[src/rtl/giris_cikis_yanitlayici.sv]
// I/O responder: UART TX FIFO, FIFO status and optional timer/compare/interrupt registers.
// Define ZAMANLAYICI_EN to build the timer block; otherwise offsets 2-4 decode as unmapped.
module giris_cikis_yanitlayici #(
  parameter int unsigned FIFO_DERINLIK = 8,
  parameter int unsigned ADRES_W       = 32
) (
  input  logic               clk_i,
  input  logic               rst_i,
  input  logic               giris_cikis_aktif_i,
  input  logic               bellege_yaz_i,
  input  logic               bellekten_oku_i,
  input  logic [ADRES_W-1:0] adres_i,
  input  logic [31:0]        veri_i,
  output logic [31:0]        veri_o,
  output logic               veri_gecerli_o,
  output logic               durdur_o,
  output logic               hata_o,
  output logic [7:0]         uart_tx_veri_o,
  output logic               uart_tx_gecerli_o,
  input  logic               uart_tx_hazir_i,
  output logic               kesme_o
);

  localparam int unsigned PW = $clog2(FIFO_DERINLIK);
  localparam logic [PW:0] LDolu = FIFO_DERINLIK[PW:0];

  typedef enum logic [1:0] {Bosta, BekleFifo, Yanit} durum_t;

  durum_t        r_durum;
  logic [7:0]    r_fifo [FIFO_DERINLIK];
  logic [PW-1:0] r_yaz_ptr;
  logic [PW-1:0] r_oku_ptr;
  logic [PW:0]   r_sayi;
  logic [31:0]   r_veri;
  logic          r_gecerli;
  logic          r_hata;

  logic [2:0]  w_ofs;
  logic        w_oku;
  logic        w_tx_yaz;
  logic        w_dolu;
  logic        w_bos;
  logic        w_pop;
  logic        w_push;
  logic        w_kabul;
  logic        w_yazma;
  logic        w_esleme;
  logic [31:0] w_oku_veri;
  logic        w_unused;

  assign w_ofs    = adres_i[4:2];
  // A simultaneous write and read is treated as a write only.
  assign w_oku    = bellekten_oku_i && !bellege_yaz_i;
  assign w_tx_yaz = bellege_yaz_i && (w_ofs == 3'd0);
  assign w_dolu   = (r_sayi == LDolu);
  assign w_bos    = (r_sayi == '0);
  assign w_pop    = uart_tx_hazir_i && !w_bos;
  assign w_kabul  = ((r_durum == Bosta) && giris_cikis_aktif_i && !(w_tx_yaz && w_dolu)) ||
                    ((r_durum == BekleFifo) && !w_dolu);
  assign w_push   = w_kabul && w_tx_yaz;
  assign w_yazma  = w_kabul && bellege_yaz_i;
  assign w_unused = ^{adres_i, veri_i};

  assign durdur_o          = giris_cikis_aktif_i && (r_durum != Yanit);
  assign veri_o            = r_veri;
  assign veri_gecerli_o    = r_gecerli;
  assign hata_o            = r_hata;
  assign uart_tx_veri_o    = r_fifo[r_oku_ptr];
  assign uart_tx_gecerli_o = !w_bos;

`ifdef ZAMANLAYICI_EN
  logic [31:0] r_sayac;
  logic [31:0] r_karsi;
  logic        r_bekleyen;
  logic [31:0] w_sayac_d;
  logic [31:0] w_karsi_d;
  logic        w_sil;

  always_comb begin
    w_sayac_d = r_sayac + 32'd1;
    w_karsi_d = r_karsi;
    if (w_yazma && (w_ofs == 3'd2)) w_sayac_d = veri_i;
    if (w_yazma && (w_ofs == 3'd3)) w_karsi_d = veri_i;
  end

  assign w_sil    = w_yazma && (w_ofs == 3'd4) && veri_i[0];
  assign w_esleme = (w_ofs <= 3'd4);
  assign kesme_o  = r_bekleyen;

  // Match is taken on the next-state values so the flag rises with the counter reaching compare.
  always_ff @(posedge clk_i) begin
    if (!rst_i) begin
      r_sayac    <= '0;
      r_karsi    <= '1;
      r_bekleyen <= 1'b0;
    end else begin
      r_sayac    <= w_sayac_d;
      r_karsi    <= w_karsi_d;
      r_bekleyen <= (w_sayac_d == w_karsi_d) || (r_bekleyen && !w_sil);
    end
  end
`else
  assign w_esleme = (w_ofs <= 3'd1);
  assign kesme_o  = 1'b0;
`endif

  always_comb begin
    w_oku_veri = '0;
    case (w_ofs)
      3'd1:    w_oku_veri = {30'b0, w_dolu, w_bos};
`ifdef ZAMANLAYICI_EN
      3'd2:    w_oku_veri = r_sayac;
      3'd3:    w_oku_veri = r_karsi;
      3'd4:    w_oku_veri = {31'b0, r_bekleyen};
`endif
      default: w_oku_veri = '0;
    endcase
  end

  always_ff @(posedge clk_i) begin
    if (!rst_i) begin
      r_durum   <= Bosta;
      r_yaz_ptr <= '0;
      r_oku_ptr <= '0;
      r_sayi    <= '0;
      r_veri    <= '0;
      r_gecerli <= 1'b0;
      r_hata    <= 1'b0;
    end else begin
      case (r_durum)
        Bosta: begin
          if (giris_cikis_aktif_i) r_durum <= (w_tx_yaz && w_dolu) ? BekleFifo : Yanit;
        end
        BekleFifo: begin
          if (!w_dolu) r_durum <= Yanit;
        end
        default: r_durum <= Bosta;
      endcase

      r_gecerli <= w_kabul && w_oku;
      r_veri    <= (w_kabul && w_oku) ? w_oku_veri : '0;
      r_hata    <= w_kabul && (bellege_yaz_i || bellekten_oku_i) && !w_esleme;

      if (w_push) begin
        r_fifo[r_yaz_ptr] <= veri_i[7:0];
        r_yaz_ptr         <= r_yaz_ptr + 1'b1;
      end
      if (w_pop) r_oku_ptr <= r_oku_ptr + 1'b1;
      case ({w_push, w_pop})
        2'b10:   r_sayi <= r_sayi + 1'b1;
        2'b01:   r_sayi <= r_sayi - 1'b1;
        default: r_sayi <= r_sayi;
      endcase
    end
  end

endmodule
[config.mk]
export PLATFORM = sky130hd
export DESIGN_NAME = giris_cikis_yanitlayici
export DESIGN_NICKNAME = d
export VERILOG_FILES = /design/src/rtl/giris_cikis_yanitlayici.sv
export SDC_FILE = /design/constraint.sdc
export NUM_CORES = 1
export LEC_CHECK = 0
export CAP_MARGIN = 10
export CORE_MARGIN = 1.5
export CORE_UTILIZATION = 35
export CTS_BUF_LIST = sky130_fd_sc_hd__clkbuf_8
export CTS_CLUSTER_SIZE = 25
export DETAILED_ROUTE_END_ITERATION = 8
export DONT_BUFFER_PORTS = 1
export MAX_ROUTING_LAYER = met4
export PLACE_DENSITY = 0.54
export REMOVE_ABC_BUFFERS = 1
export SLEW_MARGIN = 20
export SYNTH_ARGS = -nofsm -noshare
export SYNTH_HDL_FRONTEND = slang
export SYNTH_SLANG_ARGS = --single-unit
[constraint.sdc]
create_clock -name clk_i -period 5.9 [get_ports clk_i]
set_clock_uncertainty 0.2 [all_clocks]
set_input_delay 0.59 -clock clk_i [delete_from_list [all_inputs] [get_ports clk_i]]
set_output_delay 0.59 -clock clk_i [all_outputs]
set_load 0.01 [all_outputs]
==> run metrics <==
Seq. cell area=between 0.002 and 0.0025 sq mm; R2R cell count=10; Die Y=104 um; Post-synth EDFFs=64; run status=complete, no violations; Die X=104 um; Synth cell types=37; Synth Cell Area=0.00357 sq mm; MaxCap Viol Count=0; std cell rows=36; Reg clk slew, reported paths=roughly 80 ps; worst hold path startpoint=bellege_yaz_i; syn_area_per_cell=approximately 16 sq um; final setup fails=0; Tmin final=between 2000 and 3000 ps; fmax=346 MHz; Reg2Reg Capture Point=r_sayi[2]$_SDFFE_PN0P_; final hold vios=0; DP Worst Slack=about 2700 ps; top-area cell type share of the netlist area=53.8%; unrepaired setup endpoints after global routing=false; largest net degree at the start of global routing=19; placed instance area=approximately 0.0036 sq mm; first-pass GRT wire length=8930 um; post-synth top area cell=edfxtp_1; # DRC=0; die area=0.0108 sq mm; Post-synth ARST share=0%; Clk Latency, worst-skew pair=around 340 ps; crit path launch type=register; Fillers=984; Max Root-Sink Buffers=2; antenna fix cells=0; first-iteration detailed-routing DRC count=a little under 80; drt pass-1 iters=4; Peak supply drop=approximately 140 uV; worst reg2reg setup slack=about 3000 ps; routed vias=1714; most frequent cells in the layout=edfxtp_1, conb_1, dfxtp_1, mux4_2, nor2_1; Slew @ Worst Pin=938 ps; Final TNS setup=0 ps; clk sinks=83; most common cell after layout, fill and taps aside=edfxtp_1; Data required, critical path=5970 ps; data arrival time of the worst path=2970 ps; vias per inst=4.63; Final Routed Wirelength=5790 um; Pleak=1.27 nW; initial antenna violation count=0; worst r2r src=r_sayi[1]$_SDFFE_PN0P_; Core Footprint=0.00982 sq mm; Hold-fix buffers, CTS=0; Multi-input gate area=0.00111 sq mm; RePlAce Congestion=0.672; Post-synth top flop=edfxtp_1; Initial Utilization=36.4%; Pwr Density=289 mW/mm^2; drt wl/cell=around 16 um; post-CTS sizing=0; Slew Limit Fails=0; Post-CTS Setup Bufs=0; DRT antenna net count=0; endpoint class of the critical path=register; final period utilization=between 40% and 50%; CTS tree=yes; vias in the first global route=1660; Synth-to-Final Area Change=6.90%; worst relative slew slack=37.3%; Synthesis Warnings=0; Root Driver=clkbuf_8; post-DP HPWL=between 3000 and 4000 um; Worst Hold Depth=1; worst setup margin=3010 ps; num ports=115; hold crit path type=primary input to register; PortBufs=0; Seq/Total Area, Yosys=64.4%; FF+latch count, synth=a little over 80; CP Max Fanout=8; TritonCTS Buffers=9; htree depth=3; Area contributors post-synth=edfxtp_1, dfxtp_1, mux4_2, buf_4, mux2_2; critical path class=register to register; Total GRT Usage=11.4%; share of cells above drive strength 1=between 15 and 20%; Post-Layout Inst Area=0.00382 sq mm; grt ovf=0; Min-Delay Endpoint=veri_gecerli_o$_SDFF_PN0_; Mapped Cells=229; NumNets Final=slightly above 300
## worst max-delay path, cell delays in order (launching register included)
cell and delay (ps):
dfxtp_1 380, or4_1 680, nand2_1 190, inv_1 70
ha_1 270, xor2_1 170, ha_1 180, a21oi_1 140
xor2_1 90, or3_1 300, a21boi_0 160
## cells by family (layout without fill, tap and decap cells)
group | after synthesis | after routing | synth area share, %
other cells | 1 | 31 | 0.105
flops | 83 | 83 | 64.4
xor+xnor | 6 | 6 | 1.47
buf+inv | 43 | 21 | 7.84
compound gates | 11 | 11 | 1.96
simple gates | 52 | 52 | 8.75
fa+ha+maj | 5 | 5 | 1.75
mux | 28 | 28 | 13.7
## worst max-delay path by stage
stage               slack [ps]  depth (start not counted)                      to                    from
global route              2810                         10  r_sayi[2]$_SDFFE_PN0P_  r_sayi[1]$_SDFFE_PN0P_
detailed placement        2660                         10  r_sayi[2]$_SDFFE_PN0P_              adres_i[3]
CTS                       2970                         10  r_sayi[2]$_SDFFE_PN0P_  r_sayi[1]$_SDFFE_PN0P_
global placement          2720                         10  r_sayi[2]$_SDFFE_PN0P_              adres_i[3]
floorplan                 2830                         10  r_sayi[2]$_SDFFE_PN0P_              adres_i[3]
finish                    3010                         10  r_sayi[2]$_SDFFE_PN0P_  r_sayi[1]$_SDFFE_PN0P_
## through the flow
step	hold WS, ps	std cells	power, mW	util, %
floorplan	245	220	0.679	-
detailed placement	267	354	0.684	36.7
finish	113	370	1.10	38.9
global placement	259	354	0.684	36.7
global route	94.6	370	1.14	38.9
CTS	94.4	370	1.12	38.9
## layout make-up
cell class              instances  area share [%]
clock buffers                   9            3.24
clock inverters                 7            2.39
inverters                       4           0.393
multi-input cells             133            29.2
flip-flops and latches         83            60.2
well taps                     133            4.35
repair buffers                  1           0.196
## layer usage
layer  wire, um  vias up  track usage, %
met5          0        -               -
met4         55        0            4.17
met3        321        6            4.07
met2       2910       55            18.3
met1       2500      853            13.3
li1           -      800               -
## synth_stat cells (all sizes together), types with 3 or more instances
cell    number
a21boi       3
and2         5
buf         34
clkbuf       5
dfxtp       19
edfxtp      64
ha           5
inv          4
mux2         8
mux2i        4
mux4        16
nand2        7
nand2b       5
nand3        4
nor2        12
nor3         4
nor4b        3
o21ai        3
xnor2        3
xor2         3
## flip-flops by register name, indices dropped and copies added, names as in the netlist, named ones only
| signal | flops |
|---|---|
| r_fifo | 64 |
| r_sayi | 4 |
| r_oku_ptr | 3 |
| r_yaz_ptr | 3 |
| r_durum | 2 |
| veri_o | 2 |
| hata_o | 1 |
| veri_gecerli_o | 1 |
## where the power goes
part | switching [mW] | internal [mW]
Combinational | 0.0224 | 0.0147
Sequential | 0.00262 | 0.630
Clock | 0.196 | 0.237
Total | 0.221 | 0.882
Power figures use the tool's default switching activity.
